`src/rtl/counter_load_sequencer.sv`:
```
// Load-interface master for a cascade of 4-bit up/down counter stages: freezes the
// chain, strobes each stage's nibble onto a shared data bus in turn, then releases it.
module counter_load_sequencer #(
    parameter int NIBBLES = 4
) (
    input  logic                 clock,
    input  logic                 reset,
    input  logic                 start,
    input  logic                 abort,
    input  logic [4*NIBBLES-1:0] value,
    input  logic                 dir_in,
    output logic [3:0]           data_out,
    output logic [NIBBLES-1:0]   write_out,
    output logic                 store_out,
    output logic                 updown_out,
    output logic                 busy,
    output logic                 done
);

    localparam int IW = (NIBBLES > 1) ? $clog2(NIBBLES) : 1;
    localparam logic [IW-1:0] LAST_INDEX = IW'(NIBBLES - 1);

    typedef enum logic [2:0] {
        IDLE   = 3'd0,
        FREEZE = 3'd1,
        SETUP  = 3'd2,
        STROBE = 3'd3,
        HOLD   = 3'd4,
        DONE   = 3'd5
    } state_t;

    state_t                 state_r;
    logic [IW-1:0]          index_r;
    logic [4*NIBBLES-1:0]   value_r;

    function automatic logic [3:0] nibble_at(input logic [4*NIBBLES-1:0] v,
                                             input logic [IW-1:0]        idx);
        logic [4*NIBBLES-1:0] shifted;
        shifted = v >> {idx, 2'b00};
        return shifted[3:0];
    endfunction

    function automatic logic [NIBBLES-1:0] one_hot(input logic [IW-1:0] idx);
        return NIBBLES'(1) << idx;
    endfunction

    // Load sequencer FSM; every output is registered and updated together with the state.
    always_ff @(posedge clock or posedge reset) begin
        if (reset) begin
            state_r    <= IDLE;
            index_r    <= {IW{1'b0}};
            value_r    <= {(4*NIBBLES){1'b0}};
            data_out   <= 4'h0;
            write_out  <= {NIBBLES{1'b0}};
            store_out  <= 1'b0;
            updown_out <= 1'b1;
            busy       <= 1'b0;
            done       <= 1'b0;
        end else begin
            done <= 1'b0;
            if (abort && (state_r != IDLE) && (state_r != DONE)) begin
                // Stages already written keep their values; the chain is simply released.
                state_r   <= IDLE;
                write_out <= {NIBBLES{1'b0}};
                store_out <= 1'b0;
                busy      <= 1'b0;
            end else begin
                case (state_r)
                    IDLE, DONE: begin
                        if (start && !abort) begin
                            state_r    <= FREEZE;
                            index_r    <= {IW{1'b0}};
                            value_r    <= value;
                            updown_out <= dir_in;
                            write_out  <= {NIBBLES{1'b0}};
                            store_out  <= 1'b1;
                            busy       <= 1'b1;
                        end else begin
                            state_r    <= IDLE;
                            updown_out <= dir_in;
                            write_out  <= {NIBBLES{1'b0}};
                            store_out  <= 1'b0;
                            busy       <= 1'b0;
                        end
                    end
                    FREEZE: begin
                        state_r   <= SETUP;
                        data_out  <= nibble_at(value_r, index_r);
                        write_out <= {NIBBLES{1'b0}};
                    end
                    SETUP: begin
                        state_r   <= STROBE;
                        write_out <= one_hot(index_r);
                    end
                    STROBE: begin
                        state_r   <= HOLD;
                        write_out <= {NIBBLES{1'b0}};
                    end
                    HOLD: begin
                        write_out <= {NIBBLES{1'b0}};
                        if (index_r == LAST_INDEX) begin
                            state_r   <= DONE;
                            store_out <= 1'b0;
                            busy      <= 1'b0;
                            done      <= 1'b1;
                        end else begin
                            // Next nibble goes on the bus as we re-enter SETUP.
                            state_r  <= SETUP;
                            index_r  <= index_r + IW'(1);
                            data_out <= nibble_at(value_r, index_r + IW'(1));
                        end
                    end
                    default: begin
                        state_r   <= IDLE;
                        write_out <= {NIBBLES{1'b0}};
                        store_out <= 1'b0;
                        busy      <= 1'b0;
                    end
                endcase
            end
        end
    end

endmodule

```
`config.mk`:
```
export PLATFORM = sky130hd
export DESIGN_NAME = counter_load_sequencer
export DESIGN_NICKNAME = d
export VERILOG_FILES = /design/src/rtl/counter_load_sequencer.sv
export SDC_FILE = /design/constraint.sdc
export NUM_CORES = 1
export LEC_CHECK = 0
export ABC_CLOCK_PERIOD_IN_PS = 2800
export BUFFER_PORTS_ARGS = -buffer_cell sky130_fd_sc_hd__buf_2
export CORE_MARGIN = 5
export CORE_UTILIZATION = 48
export CTS_BUF_LIST = sky130_fd_sc_hd__clkbuf_16
export DETAILED_ROUTE_END_ITERATION = 8
export PLACE_DENSITY = 0.82
export SETUP_SLACK_MARGIN = 0.5
export SKIP_CTS_REPAIR_TIMING = 1
export SLEW_MARGIN = 10
export SYNTH_ARGS = -nofsm -noshare
export SYNTH_HDL_FRONTEND = slang
export SYNTH_SLANG_ARGS = --single-unit
```
`constraint.sdc`:
```
create_clock -name clock -period 2.8 [get_ports clock]
set_input_delay 0 -clock clock [delete_from_list [all_inputs] [get_ports clock]]
set_output_delay 0 -clock clock [all_outputs]
set_load 0.1 [all_outputs]
```
==> results_tabular.tex, run 1 <==
\begin{tabular}{lr}
\hline
Metric & Value \\
\hline
\multicolumn{2}{l}{\textbf{Floorplan}} \\
Standard cell core area & between 0.003 and 0.004 sq mm \\
Horizontal extent of the die & 69.5 um \\
Top-Level Pins & 33 \\
Die ar. & roughly 0.0048 sq mm \\
Die Height & 69.5 um \\
Initial core utilization & 50.1\% \\
Site Rows & 21 \\
\multicolumn{2}{l}{\textbf{Final layout}} \\
Non-filler instance count after layout & approximately 250 \\
Number of antenna cells inserted & 0 \\
Post-layout instance area & around 0.0022 sq mm \\
Share of post-route cells with drive strength above 1 & between 30\% and 40\% \\
Area growth from synthesis to layout & 28.7\% \\
Number of nets in the layout & between 200 and 250 \\
Filler cell count in the final layout & 258 \\
\multicolumn{2}{l}{\textbf{Clocking}} \\
Clk sink count & 32 \\
H-Tree Depth & 2 \\
Cell at the root of the clock tree & clkbuf\_16 \\
Clock latency at the later pin of the worst-skew pair & between 0.2 and 0.3 ns \\
Clock tree from TritonCTS & yes \\
Clock buffer count from CTS & 5 \\
Maximum count of clock buffers along a single path & 2 \\
CTS clk-pin slew, worst paths & roughly 0.050 ns \\
\multicolumn{2}{l}{\textbf{STA}} \\
Final number of hold-violating endpoints & 2 \\
Worst hold slack & -0.0180 ns \\
Setup Skew & $\sim$0.0017 ns \\
Min Tclk post-route & $\sim$2.2 ns \\
Max transition margin & between 50\% and 60\% \\
Transition time at the pin with the least slew margin & 0.633 ns \\
Total setup violations reported at the end of the flow & 0 \\
Sum Neg Setup Slack & 0 ns \\
Setup repair after global routing missed its margin & no \\
Post-route fraction of the period consumed by the critical path & between 70\% and 80\% \\
Fmax achieved & roughly 0.46 GHz \\
Count of pins over their slew limit & 0 \\
\multicolumn{2}{l}{\textbf{Global route}} \\
Final global-route overflow total & 0 \\
Pin count of the biggest net entering global routing & 33 \\
Number of global-route vias before repair & 1,223 \\
Number of antenna violations at the first check in global routing & 0 \\
First-pass GRT wire length & 5.51 mm \\
Gr usage total & 14.4\% \\
\multicolumn{2}{l}{\textbf{Logic synthesis}} \\
Post-synth net total & about 180 \\
Flip-flop and latch count after synthesis & 32 \\
Mean post-synth cell area & approximately 11 sq um \\
Mapped cell area & around 0.0017 sq mm \\
Post-synthesis cell count & 150 \\
Number of warning messages in the yosys log & 0 \\
Cell variety after synth & 37 \\
Sequential-to-total area share from yosys stat & about 47\% \\
\multicolumn{2}{l}{\textbf{Placement}} \\
Port-buffer cells & 32 \\
Dpl cell area & 0.00187 sq mm \\
Placed instance count & around 220 \\
Detailed placer's ending HPWL & roughly 2.3 mm \\
RePlAce Congestion & between 0.8 and 0.9 \\
\multicolumn{2}{l}{\textbf{Power and ir drop}} \\
Sequential share of power & approximately two fifths \\
Final total power & $\sim$0.0017 W \\
Proportion of total power due to net switching & about 36\% \\
Pwr Density & about 760 mW/mm\^{}2 \\
Psw & approximately 0.00060 W \\
Internal Power & $\sim$0.0011 W \\
Power share of the combinational group & approximately a third \\
Maximum vdd drop & 0.478 mV \\
Fraction of power consumed by the clock network & about 30\% \\
Leakage & slightly above 1 nW \\
\multicolumn{2}{l}{\textbf{Route}} \\
Routed vias & $\sim$1,300 \\
Final ANT Viol Nets & 0 \\
Detail-routed via count per cell & about 5.2 \\
Number of DRC markers in iteration 0 & 51 \\
Number of search-and-repair iterations in the first detailed-routing pass & 4 \\
DRC errors left & 0 \\
Detail-routed net length per standard cell & 13.5 um \\
Aggregate routed wire length & 3.30 mm \\
\multicolumn{2}{l}{\textbf{Worst setup path}} \\
Reg-to-reg slack, setup & approximately 0.64 ns \\
Kind of launch point of the worst setup path & register \\
Endpoint required time on the critical path & just under 3 ns \\
Critical Setup Path Class & reg -> reg \\
Worst Path Max Fanout & 11 \\
Crit end category & register \\
Data arrival at the endpoint of the critical path & between 2 and 2.5 ns \\
\multicolumn{2}{l}{\textbf{Run status}} \\
Violated checks & negative hold slack \\
Run status & finished with violations \\
\multicolumn{2}{l}{\textbf{Hold path}} \\
Worst hold path class & in -> reg \\
\multicolumn{2}{l}{\textbf{Run}} \\
Max-cap check violation count & 0 \\
\hline
\end{tabular}
[power by group through the flow]
| stage | registers [W] | clock network, W | logic, W |
|---|---|---|---|
| 3_5_place_dp | 0.000637 | 0 | 0.000513 |
| 2_1_floorplan | 0.000832 | 0 | 0.000224 |
| 4_1_cts | 0.000630 | 0.000506 | 0.000514 |
| 6_report | 0.000630 | 0.000497 | 0.000529 |
| 3_3_place_gp | 0.000634 | 0 | 0.000499 |
| 5_1_grt | 0.000646 | 0.000528 | 0.000562 |
[synthesized netlist by cell type]
master	count	share of area, %
dfrtp_1	31	46
nand2_1	10	2.2
mux2_2	9	6.0
mux2_4	8	7.1
nor2_1	8	1.8
mux2i_1	7	4.1
nor2b_1	7	2.6
a21oi_1	6	1.8
and2_1	6	2.2
inv_1	5	1.1
nand3_1	5	1.5
o21ai_0	5	1.5
clkbuf_1	4	0.88
ha_1	4	2.9
buf_2	3	0.88
nand2b_1	3	1.1
o2bb2ai_1	3	1.5
buf_6	2	1.3
mux4_2	2	2.7
nor3b_1	2	0.88
o221ai_1	2	1.0
o31ai_1	2	0.88
or3b_2	2	1.0
a21o_1	1	0.44
a22oi_1	1	0.44
buf_4	1	0.44
clkbuf_2	1	0.29
dfstp_2	1	1.5
nor3_1	1	0.29
o2111ai_1	1	0.52
o21a_1	1	0.44
o22ai_1	1	0.37
o32ai_1	1	0.52
o41ai_1	1	0.52
or4_1	1	0.44
or4b_1	1	0.59
xor2_1	1	0.52
[metrics by stage]
stage                     setup WS, ns  hold slack [ns]  utilization [%]
after floorplan                  0.631           0.0631                -
after global placement           0.614            0.232             55.0
after detailed placement         0.547            0.236             55.0
after CTS                        0.530          -0.0492             59.1
after global routing             0.520          0.00918             64.5
final                            0.639          -0.0180             64.5
[area by class of cell]
| cell class | instances | area [sq um] | area share [%] |
|---|---|---|---|
| timing repair buffer | 52 | 355 | 16.3 |
| sequential | 32 | 802 | 36.7 |
| clock buffer | 5 | 125 | 5.72 |
| clock inverter | 3 | 11.3 | 0.515 |
| inverter | 5 | 18.8 | 0.859 |
| multi-input combinational | 102 | 816 | 37.3 |
| tap | 46 | 57.6 | 2.63 |
[registers in the layout, summed over array words and instances, names as in the netlist]
signal,count
value_r,16
busy,1
updown_out,1
data_out,4
state_r,3
write_out,4
done,1
index_r,2
[routing by layer]
| layer | vias up | part of all wire, % | global-route usage [%] |
|---|---|---|---|
| met5 | - | 0 | 0 |
| met4 | 0 | 2.5 | 6.72 |
| met3 | 8 | 5.5 | 5.65 |
| met2 | 31 | 51 | 23.6 |
| met1 | 618 | 41 | 16.4 |
| li1 | 623 | - | - |
[cells in the final DEF (no fill, tap or decap), drive strengths merged, types with 2 or more instances in the layout]
| master | synthesis | final |
|---|---|---|
| o21ai | 5 | 5 |
| nand2b | 3 | 3 |
| dfrtp | 31 | 31 |
| a21oi | 6 | 6 |
| or3b | 2 | 2 |
| o221ai | 2 | 2 |
| inv | 5 | 7 |
| clkbuf | 5 | 5 |
| nand2 | 10 | 10 |
| nor2b | 7 | 7 |
| o31ai | 2 | 2 |
| o2bb2ai | 3 | 3 |
| nand3 | 5 | 5 |
| nor2 | 8 | 8 |
| mux4 | 2 | 2 |
| buf | 6 | 34 |
| ha | 4 | 4 |
| mux2 | 17 | 17 |
| dlygate4sd3 | 0 | 18 |
| and2 | 6 | 6 |
| nor3b | 2 | 2 |
| mux2i | 7 | 7 |
[worst max-delay path, cell delays in order, from the launching register on]
cell     delay [ns]
dfrtp_1        0.57
inv_1          0.15
ha_1           0.47
mux4_2         0.54
nand2_1        0.08
a21oi_1        0.06
a21o_1         0.18
[final timing paths]
kind | to | cells past startpoint | startpoint
worst min-delay path | state_r[1]$_DFF_PP0_ | 2 | abort
worst min register to register | data_out[0]$_DFFE_PP0P_ | 1 | data_out[0]$_DFFE_PP0P_
max in group asynchronous | index_r[0]$_DFFE_PP0P_ | 3 | reset
worst max register to register | data_out[0]$_DFFE_PP0P_ | 6 | index_r[1]$_DFFE_PP0P_
worst max-delay path | data_out[0]$_DFFE_PP0P_ | 6 | index_r[1]$_DFFE_PP0P_
min in group asynchronous | value_r[6]$_DFFE_PP0P_ | 3 | reset
[cells by family (layout without fill, tap and decap cells)]
logic type,Yosys count,after routing,share of synthesized area [%]
muxes,26,26,19.8
adders and majority gates,4,4,2.95
AOI/OAI and AO/OA,25,25,9.95
DFF,32,32,47.2
buffers and inverters,16,65,4.94
xor gates and xnor gates,1,1,0.516
and+or+nand+nor,46,46,14.6
Note: power is estimated with default switching activity, not from simulation.
==> run 2, diff against run 1 <==
--- a/config.mk
+++ b/config.mk
@@ -5,13 +5,14 @@
 export SDC_FILE = /design/constraint.sdc
 export NUM_CORES = 1
 export LEC_CHECK = 0
-export ABC_CLOCK_PERIOD_IN_PS = 2800
+export ABC_AREA = 1
+export ABC_CLOCK_PERIOD_IN_PS = 1800
 export BUFFER_PORTS_ARGS = -buffer_cell sky130_fd_sc_hd__buf_2
 export CORE_MARGIN = 5
 export CORE_UTILIZATION = 48
 export CTS_BUF_LIST = sky130_fd_sc_hd__clkbuf_16
 export DETAILED_ROUTE_END_ITERATION = 8
-export PLACE_DENSITY = 0.82
+export PLACE_DENSITY = 0.85
 export SETUP_SLACK_MARGIN = 0.5
 export SKIP_CTS_REPAIR_TIMING = 1
 export SLEW_MARGIN = 10
==> constraint.sdc (replaced) <==
create_clock -name clock -period 1.8 [get_ports clock]
set_input_delay 0 -clock clock [delete_from_list [all_inputs] [get_ports clock]]
set_output_delay 0 -clock clock [all_outputs]
set_load 0.1 [all_outputs]
==> run 2 against run 1 <==
Against the previous run:
- the run still ends with negative hold slack left
- area after synthesis down 3.6%
- sequential share of layout area down 1.8 points
- highest routed layer unchanged
- design area up 6.0%
- largest power group is now combinational logic
==> results_tabular.tex, run 2 <==
\begin{tabular}{lr}
\hline
Metric & Value \\
\hline
\multicolumn{2}{l}{\textbf{Logic synthesis}} \\
Main area contributors after synthesis & dfrtp\_1 (47\%), nand3\_1 (8.6\%), nand2\_1 (7.6\%) \\
Post-synthesis cell count & 191 (+27\%) \\
Sequential-to-total area share from yosys stat & 49.0\% (+1.8 points) \\
Proportion of netlist area held by the largest area contributor & 47.4\% (+1.7 points) \\
Cell variety after synth & 24 (-35\%) \\
Post-synth top area cell & dfrtp\_1 \\
Proportion of register bits with asynchronous set or reset after synthesis & 100\% (unchanged) \\
Mapped cell area & 0.00164 sq mm (-3.6\%) \\
Post-synth net total & 216 (+23\%) \\
Number of warning messages in the yosys log & 0 (unchanged) \\
Number of enable-type register cells in the synthesized netlist & 0 (unchanged) \\
Mean post-synth cell area & 8.57 sq um (-24\%) \\
Flip-flop and latch count after synthesis & 32 (unchanged) \\
Most frequent cell after synthesis & nand2\_1 \\
Ys flop type & dfrtp\_1 \\
Synth cell count leaders & nand2\_1 (33), dfrtp\_1 (31), inv\_1 (29) \\
\multicolumn{2}{l}{\textbf{Clocking}} \\
Clk sink count & 32 (unchanged) \\
CTS clk-pin slew, worst paths & 0.05 ns (about the same) \\
Clock latency at the later pin of the worst-skew pair & 0.28 ns (about the same) \\
Clock tree from TritonCTS & yes \\
Maximum count of clock buffers along a single path & 2 (unchanged) \\
Cell at the root of the clock tree & clkbuf\_16 \\
H-Tree Depth & 2 (unchanged) \\
Clock buffer count from CTS & 5 (unchanged) \\
\multicolumn{2}{l}{\textbf{Run status}} \\
Run status & finished with violations \\
Violated checks & negative hold slack \\
\multicolumn{2}{l}{\textbf{STA}} \\
Fmax achieved & 0.710 GHz (+53\%) \\
Max transition margin & 67.7\% (+10 points) \\
Min Tclk post-route & 1.41 ns (-0.753 ns) \\
Final number of hold-violating endpoints & 7 (+5) \\
Setup Skew & 0.00512 ns (+0.00344 ns) \\
Setup repair after global routing missed its margin & yes \\
Total setup violations reported at the end of the flow & 0 (unchanged) \\
Count of pins over their slew limit & 0 (unchanged) \\
Post-route fraction of the period consumed by the critical path & 78.2\% (+1.0 points) \\
Setup slack of the critical path after layout & 0.392 ns (-0.247 ns) \\
Worst hold slack & -0.0257 ns (-0.00767 ns) \\
Sum Neg Setup Slack & 0 ns (unchanged) \\
Transition time at the pin with the least slew margin & 0.488 ns (-0.145 ns) \\
\multicolumn{2}{l}{\textbf{Power and ir drop}} \\
Maximum vdd drop & 0.905 mV (+89\%) \\
Pwr Density & 1720 mW/mm\^{}2 (+130\%) \\
Leakage & 1.25 nW (+22\%) \\
Final total power & 0.00399 W (+140\%) \\
\multicolumn{2}{l}{\textbf{Worst setup path}} \\
Worst Path Max Fanout & 31 (+20) \\
CP Buf/Inv Count & 2 (+1) \\
Critical Setup Path Class & reg -> reg \\
Gate family responsible for the most delay along the worst path & flip-flops \\
Delay of the slowest cell on the worst path & 0.44 ns (-0.13 ns) \\
Kind of launch point of the worst setup path & register \\
List of cells traversed by the critical path & buf\_6 > o21ai\_4 > nand4\_4 > buf\_12 > nor2\_1 > a21oi\_1 \\
Crit end category & register \\
Data arrival at the endpoint of the critical path & 1.57 ns (-0.76 ns) \\
Cell with the biggest individual delay on the critical path & dfrtp\_2 \\
Endpoint required time on the critical path & 1.96 ns (-1.00 ns) \\
\multicolumn{2}{l}{\textbf{Final layout}} \\
Largest registers & value\_r (16), data\_out (4), write\_out (4) \\
Most flop-heavy register & value\_r \\
Leading cell type in the layout, fill and taps excluded & buf\_2 \\
Flip-flop count of the largest register after layout & 16 (unchanged) \\
Filler cell count in the final layout & 270 (+4.7\%) \\
Area growth from synthesis to layout & 41.5\% \\
Post-layout instance area & 0.00232 sq mm (+6.0\%) \\
Number of nets in the layout & 276 (+24\%) \\
Top library cells by usage in the layout, fill and taps aside & buf\_2 (32), inv\_1 (30), nand2\_1 (30) \\
Number of antenna cells inserted & 0 (unchanged) \\
Share of post-route cells with drive strength above 1 & 35.7\% (+4.1 points) \\
\multicolumn{2}{l}{\textbf{Global route}} \\
Routing usage on met2 & 29.3\% (+5.7 points) \\
Gr usage total & 17.0\% (+2.6 points) \\
Global routing's busiest layer & met2 \\
Met3 usage & 4.76\% (-0.89 points) \\
Number of antenna violations at the first check in global routing & 0 (unchanged) \\
Pin count of the biggest net entering global routing & 33 (unchanged) \\
First-pass GRT wire length & 5.66 mm (+2.6\%) \\
Final global-route overflow total & 0 (unchanged) \\
GR Layer Usage met1 & 17.4\% (+1.0 points) \\
Number of global-route vias before repair & 1,350 (+10\%) \\
\multicolumn{2}{l}{\textbf{Placement}} \\
Detailed placer's ending HPWL & 2.39 mm (+3.9\%) \\
Dpl cell area & 0.00187 sq mm (+0.20\%) \\
RePlAce Congestion & 0.808 (-0.42\%) \\
Worst-case setup slack after placement & 0.338 ns (-0.209 ns) \\
Port-buffer cells & 32 (unchanged) \\
\multicolumn{2}{l}{\textbf{Route}} \\
Detail-routed via count per cell & 4.77 (-8.7\%) \\
Aggregate routed wire length & 3.59 mm (+8.6\%) \\
Number of DRC markers in iteration 0 & 40 (-22\%) \\
Number of search-and-repair iterations in the first detailed-routing pass & 4 (unchanged) \\
Detail-routed net length per standard cell & 12.0 um (-11\%) \\
DRC errors left & 0 (unchanged) \\
Final ANT Viol Nets & 0 (unchanged) \\
Routed vias & 1,422 (+11\%) \\
\multicolumn{2}{l}{\textbf{Run}} \\
Max-cap check violation count & 0 (unchanged) \\
\multicolumn{2}{l}{\textbf{Floorplan}} \\
Standard cell core area & 0.00331 sq mm (-2.3\%) \\
Horizontal extent of the die & 68.4 um (-1.6\%) \\
Initial core utilization & 49.4\% (-0.66 points) \\
Site Rows & 21 (unchanged) \\
Die ar. & 0.00468 sq mm (-3.1\%) \\
Top-Level Pins & 33 (unchanged) \\
Die Height & 68.4 um (-1.6\%) \\
\multicolumn{2}{l}{\textbf{Hold path}} \\
Worst hold path class & in -> reg \\
\hline
\end{tabular}
[run 2: metrics by stage]
stage,util (%),std cells
floorplan,-,191
global placement,56.5,267
detailed placement,56.5,267
CTS,60.6,275
global route,70.0,298
finish,70.0,298
[run 2: area by class of cell]
cell class | count | area (sq um) | share of cell area [%]
Clock buffer | 5 | 125 | 5.40
Clock inverter | 3 | 11.3 | 0.486
Inverter | 32 | 130 | 5.62
Multi-Input combinational cell | 122 | 766 | 33.1
Sequential cell | 32 | 807 | 34.8
Tap cell | 46 | 57.6 | 2.49
Timing Repair Buffer | 58 | 419 | 18.1
[run 2: report_power, final]
part | total [W] | internal [W] | switching (W)
Clock | 0.000767 | 0.000494 | 0.000272
Combinational | 0.00209 | 0.000653 | 0.00143
Sequential | 0.00114 | 0.00101 | 0.000131
[run 2: kinds of logic (layout without fill, tap and decap cells)]
group	count (synthesis)	in the layout	synth area share (%)
simple gates	94	94	29.7
flops	32	32	49.0
compound gates	23	23	7.80
mux	1	1	0.688
fa+ha+maj	4	4	3.06
buf+inv	37	98	9.79
[run 2: final timing paths]
kind | startpoint | to | slack, ns | cells past startpoint
worst max-delay path | state_r[1]$_DFF_PP0_ | value_r[1]$_DFFE_PP0P_ | 0.39 | 6
worst min-delay path | value[9] | value_r[9]$_DFFE_PP0P_ | -0.03 | 3
worst max register to register | state_r[1]$_DFF_PP0_ | value_r[1]$_DFFE_PP0P_ | 0.39 | 6
worst min register to register | data_out[1]$_DFFE_PP0P_ | data_out[1]$_DFFE_PP0P_ | 0.47 | 2
max in group asynchronous | reset | updown_out$_DFFE_PP1P_ | 1.14 | 4
min in group asynchronous | reset | index_r[1]$_DFFE_PP0P_ | 0.35 | 4
[run 2: worst min-delay path, delay by kind of cell]
kind                   cells  cell delay (ns)
buffers and inverters      1             0.08
AND/OR/NAND/NOR            1             0.03
AO/OA/AOI/OAI              1             0.10
[run 2: routing by layer]
metal | wire length [um] | vias up | part of all wire (%)
met1 | 1350 | 655 | 38
li1 | - | 722 | -
met3 | 167 | 12 | 4.7
met5 | 0 | - | 0
met4 | 119 | 0 | 3.3
met2 | 1940 | 33 | 54
